### src/rtl/sng_pkg.sv
// Shared constants and next-state helper for the
// stochastic number generator and its de Bruijn source.
package sng_pkg;

  localparam int W_MIN = 3;
  localparam int W_MAX = 8;

  function automatic logic [7:0] tap_mask(input int width);
    logic [7:0] m;
    case (width)
      3: m = 8'h06;
      4: m = 8'h0C;
      5: m = 8'h14;
      6: m = 8'h30;
      7: m = 8'h60;
      8: m = 8'hB8;
      default: m = 8'h0C;
    endcase
    return m;
  endfunction

  function automatic logic [7:0] debruijn_next(
    input logic [7:0] r,
    input int         width
  );
    logic [7:0] all_m;
    logic [7:0] low_m;
    logic       fb;
    all_m = 8'((16'd1 << width) - 16'd1);
    low_m = all_m >> 1;
    // zero insertion splices state 0 into the m-sequence
    fb = (^(r & tap_mask(width)))
       ^ ((r & low_m) == 8'd0);
    return ((r << 1) | {7'd0, fb}) & all_m;
  endfunction

endpackage

### src/rtl/sng_debruijn_lfsr.sv
// Zero-inserted Fibonacci LFSR: walks all 2^WIDTH
// states once per period, reloadable to a seed.
module sng_debruijn_lfsr #(
  parameter int WIDTH = 4,
  parameter int SEED  = 0
) (
  input  logic             clk,
  input  logic             rst_n,
  input  logic             load,
  input  logic             en,
  input  logic [WIDTH-1:0] seed,
  output logic [WIDTH-1:0] state
);
  import sng_pkg::*;

  logic [WIDTH-1:0] nxt;

  assign nxt = WIDTH'(debruijn_next(8'(state), WIDTH));

  // load beats advance; hold otherwise
  always_ff @(posedge clk or negedge rst_n) begin
    if (!rst_n) begin
      state <= WIDTH'(SEED);
    end else if (load) begin
      state <= seed;
    end else if (en) begin
      state <= nxt;
    end
  end

endmodule

### src/rtl/sng.sv
// Stochastic number generator: unipolar bitstream
// with exactly x ones per 2^WIDTH-bit period.
module sng #(
  parameter int WIDTH = 4,
  parameter int SEED  = 0
) (
  input  logic             i_clk_sng,
  input  logic             i_rst_sng,
  input  logic [WIDTH-1:0] i_x_bn,
  input  logic             i_start_sng,
  input  logic             i_stop_sng,
  output logic             o_sn_bit
);
  import sng_pkg::*;

  localparam logic [WIDTH-1:0] SEED_V = WIDTH'(SEED);

  logic             active;
  logic [WIDTH-1:0] x_reg;
  logic [WIDTH-1:0] r;
  logic             load;

  // start and stop both rewind the source to SEED
  assign load = i_start_sng | i_stop_sng;

  sng_debruijn_lfsr #(
    .WIDTH (WIDTH),
    .SEED  (SEED)
  ) u_lfsr (
    .clk   (i_clk_sng),
    .rst_n (i_rst_sng),
    .load  (load),
    .en    (active),
    .seed  (SEED_V),
    .state (r)
  );

  // run control: start wins over stop
  always_ff @(posedge i_clk_sng or negedge i_rst_sng) begin
    if (!i_rst_sng) begin
      active <= 1'b0;
      x_reg  <= '0;
    end else if (i_start_sng) begin
      active <= 1'b1;
      x_reg  <= i_x_bn;
    end else if (i_stop_sng) begin
      active <= 1'b0;
    end
  end

  assign o_sn_bit = active & (x_reg > r);

endmodule

### config.mk
export PLATFORM = sky130hd
export DESIGN_NAME = sng
export DESIGN_NICKNAME = d
export VERILOG_FILES = /design/src/rtl/sng_pkg.sv /design/src/rtl/sng_debruijn_lfsr.sv /design/src/rtl/sng.sv
export SDC_FILE = /design/constraint.sdc
export NUM_CORES = 1
export LEC_CHECK = 0
export BUFFER_PORTS_ARGS = -buffer_cell sky130_fd_sc_hd__buf_2
export CAP_MARGIN = 20
export CORE_AREA = 2 2 39 41
export DETAILED_ROUTE_END_ITERATION = 7
export DIE_AREA = 0 0 41 43
export PLACE_DENSITY_LB_ADDON = 0.15
export SLEW_MARGIN = 20
export SYNTH_ARGS = -nofsm -noshare
export SYNTH_HDL_FRONTEND = slang
export SYNTH_SLANG_ARGS = --single-unit
### constraint.sdc
create_clock -name i_clk_sng -period 1.83 [get_ports i_clk_sng]
set_clock_uncertainty 0.2 [all_clocks]
set_input_delay 0.549 -clock i_clk_sng [delete_from_list [all_inputs] [get_ports i_clk_sng]]
set_output_delay 0.549 -clock i_clk_sng [all_outputs]
set_load 0.02 [all_outputs]
Yosys cells after proc, flatten, opt, wreduce, memory -nomap -nowiden
Cells that the tools add are included.

Flip-flop bits (word level): 9. Word-level logic and storage cells: 16.

Order comparisons: 1. Mux-type cells: 4. Bitwise gates (word level): 4. Reduce and logical (&&, ||, !) cells: 4.

Operators with widths (number): logical NOT 8 bit (1); 2-to-1 mux 4 bit (2); XOR reduction 8 bit (1); > comparator 4 bit (1); bitwise OR 4 x 1 -> 4 bit (1); nonzero test 2 bit (2); 2-to-1 mux 1 bit (2); bitwise AND 1 bit (1); bitwise OR 1 bit (1); XOR 1 bit (1).

Depth between registers and ports, before layout
Depth after elaboration: 5. Mapped depth: 5. Mapped depth without buffers: 5.

Hierarchy
Synthesis repeated with hierarchy kept, for this count alone.

Cells, all modules: 51. Area, all modules: 510.5 um^2.

By module, submodules not included: sng (instances 1, cells each 28, area each 289.0 um^2, seq. area each 125.1 um^2); sng_debruijn_lfsr (instances 1, cells each 23, area each 221.5 um^2, seq. area each 100.1 um^2).

Worst setup path after synthesis
OpenSTA, ideal clock, no wires.

Path type: register -> output. Start: register u_lfsr.state[1]. End: output port o_sn_bit. Arrival: 1261 ps. Path slack: -180 ps. Cell stages (with the launch flop): 6. Cells stage by stage: dfrtp_1 > inv_1 > ha_1 > nor2b_1 > o211ai_1 > a21oi_1.

Longest elaborated chain between the ends: 2.

Ends and longest elaborated chain: from (decl) (line sng_debruijn_lfsr.sv:12) `output logic [WIDTH-1:0] state`; from (signal assigned) (line sng_debruijn_lfsr.sv:23) `state <= WIDTH'(SEED);`; from (signal assigned) (line sng_debruijn_lfsr.sv:27) `state <= nxt;`; > comparator 4 bit (line sng.sv:51) `assign o_sn_bit = active & (x_reg > r);`; bitwise AND 1 bit (line sng.sv:51); to (decl) (line sng.sv:12) `output logic o_sn_bit`.

No other way between the ends.

Final worst setup path
Same ends and word-level chain as after synthesis.

==> impl_metrics.csv <==
group,metric,value,unit
status,outcome,"finished, violations left",
sta,setup_violations,1,
synthesis,yosys.area.top_type_share,46.15,%
worst_setup_path,worstReg2RegStart,"u_lfsr.state[1]",
sta,tightest_slew,0.1995,ns
sta,max-slew-margin-rel,86.56,%
global_routing,grt_pass1_wl,1642,um
hold_path,min_path_cells,1,
detailed_routing,drt-pass1-iter-count,4,
worst_setup_path,cp_max_fo,2,
detailed_routing,vias_per_cell,4.759,
synthesis,muxShareOfSynthArea,13.08,%
clock_tree,numClockSinks,9,
synthesis,synth_xor_area_share,0,%
final_layout,drive_gt1_share,39.68,%
final_layout,area_growth,30.77,%
final_layout,nets,76,
synthesis,synth-warning-count,0,
final_layout,antenna_cells,0,
sta,grt_setup_unrepaired,"true",
clock_tree,root_buffer,"clkbuf_4",
synthesis,syn_nets,57,
sta,finalMaxSlewViolations,0,
worst_setup_path,cp.required,1.08,ns
worst_setup_path,reg2reg_to,"u_lfsr.state[0]",
sta,setup_slack,-0.4137,ns
worst_setup_path,path_cells,"inv_1 -> ha_1 -> nor2b_4 -> o211ai_1 -> a21oi_2 -> buf_6",
worst_setup_path,cp.arrival,1.49,ns
worst_setup_path,r2r_cells,5,
synthesis,synthTopCellsByArea,"dfrtp_1 46%, ha_1 10%, mux2_2 6.9%",
clock_tree,clk_latency,0.26,ns
synthesis,synth_fa_ha_area_share,10.26,%
clock_tree,clk_pin_slew_worst_paths,0.06,ns
power,power.leakage,0.3204,nW
floorplan,fp.dieW,41,um
synthesis,synth.largest_area_cell,"dfrtp_1",
worst_setup_path,start_kind,"flop",
global_routing,grt_use_total,14.79,%
synthesis,synth_top_family_by_area,"multiplexers",
power,power_density,726.8,nW/um^2
detailed_routing,routed_wl,922,um
sta,fin_crit,2.244,ns
global_routing,grt_pass1_vias,397,
hold_path,hp-class,"flop to flop",
worst_setup_path,criticalPathCategory,"flop to output pin",
detailed_routing,drt_iter0_drc,4,
placement,io_buffers,8,
clock_tree,clock_path_buffers,2,
synthesis,synth_compound_area_share,12.05,%
synthesis,avgSynthCellArea,10.84,um^2
synthesis,synth.distinct_cells,20,
synthesis,netlist_instances,45,
detailed_routing,vias,376,
floorplan,ios,9,
detailed_routing,wire_per_inst,11.67,um
hold_path,hold_path_end,"x_reg[1]",
clock_tree,tritoncts,"built",
sta,clock.fmax,445.7,MHz
clock_tree,cts_max_level,1,
floorplan,core,1384,um^2
placement,place_ws,-0.1166,ns
synthesis,yosys_register_bits,9,
power,ir_drop,0.3417,mV
sta,timing.hold.ws,0.3193,ns
global_routing,antenna_found_initial,0,
floorplan,dieArea,1763,um^2
floorplan,start_util,35.26,%
placement,place.gp.congestion,0.6449,
synthesis,synth-seq-area-share,46.15,%
power,power,463.8,uW
sta,final-hold-violation-count,0,
floorplan,chipHeight,43,um
detailed_routing,antenna_left,0,
final_layout,fin_area,638.1,um^2
global_routing,grt_max_degree,11,
sta,fin_crit_sh,122.6,%
worst_setup_path,max_stage_delay,0.35,ns
hold_path,holdCritStartpoint,"x_reg[1]",
synthesis,syn-cell-area,488.0,um^2
worst_setup_path,rrSetupSlack,0.44,ns
placement,place_area,573.1,um^2
worst_setup_path,worstSetupEndpointType,"output pin",
final_layout,final_common_cell,"dfrtp_1",
final_layout,layout_common_cells,"9 x dfrtp_1, 7 x buf_2, 7 x buf_4",
clock_tree,numCtsBuffers,3,
flow_run,cap_violations,0,
worst_setup_path,cp_slowest_cell,"dfrtp_1",
synthesis,yosys.area_share.simple,11.28,%
sta,tns,-0.4137,ns
detailed_routing,drc,0,
status,violations,"negative setup slack",
floorplan,fp-row-count,14,
global_routing,grt_overflow,0,
==> where the power goes <==
| part | switching [mW] | internal, mW |
|---|---|---|
| clock network | 0.0673 | 0.0839 |
| logic | 0.0442 | 0.0512 |
| registers | 0.00622 | 0.211 |
==> cell families after synthesis <==
logic type | after synthesis
flip-flops | 9
multiplexers | 6
buffers and inverters | 7
AND/OR/NAND/NOR | 11
AO/OA/AOI/OAI | 8
adder cells (fa/ha/maj) | 4
==> synthesized netlist by cell type <==
cell type  number
a21o_2          1
a21oi_1         2
a21oi_2         1
and2b_1         1
buf_2           1
buf_6           1
dfrtp_1         9
ha_1            4
inv_1           5
mux2_2          3
mux2i_1         3
nand2_1         2
nand4_1         1
nor2_1          2
nor2b_1         1
nor3_1          4
o211a_1         1
o211ai_1        1
o21ai_0         1
o31a_1          1
==> repair_timing <==
item	in CTS	in global routing
pin swaps	0	3
setup endpoints to repair	1	1
hold endpoints to repair	9	0
hold buffers	1	0
resized for setup	0	4
setup buffers	0	2
cloned	0	0
==> critical path, delay by kind of cell, from the launching register on <==
| family | cells | cell delay, ns |
|---|---|---|
| DFF | 1 | 0.35 |
| adders and majority gates | 1 | 0.30 |
| AOI/OAI and AO/OA | 2 | 0.28 |
| buffers and inverters | 2 | 0.18 |
| and+or+nand+nor | 1 | 0.13 |
==> how the worst max path moves through the flow <==
| stage | from | endpoint | slack (ns) | cells past startpoint |
|---|---|---|---|---|
| after detailed placement | x_reg[1] | o_sn_bit | -0.12 | 5 |
| after global routing | u_lfsr.state[1] | o_sn_bit | -0.51 | 6 |
| final | u_lfsr.state[1] | o_sn_bit | -0.41 | 6 |
| after floorplan | u_lfsr.state[1] | o_sn_bit | -0.09 | 5 |
| after global placement | x_reg[1] | o_sn_bit | -0.1 | 5 |
| after CTS | x_reg[1] | o_sn_bit | -0.41 | 5 |
==> stage by stage <==
step	util, %	instances
3_5_place_dp	41.41	72
4_1_cts	44.03	77
6_report	46.11	79
5_1_grt	46.11	79
2_1_floorplan	-	45
3_3_place_gp	41.41	72
==> final cells by class <==
cell class,count,area [um^2]
Clock buffer,4,26.28
Fill cell,130,745.7
Inverter,5,18.77
Multi-Input combinational cell,29,239.0
Sequential cell,9,225.2
Tap cell,16,20.02
Timing Repair Buffer,16,108.9
==> routing by layer <==
metal / track usage, % / wire, um
met5: 0 / 0
met4: 8.000 / 15
met3: 6.283 / 36
met2: 19.69 / 438
met1: 19.54 / 432
(Power assumes the default switching activity.)
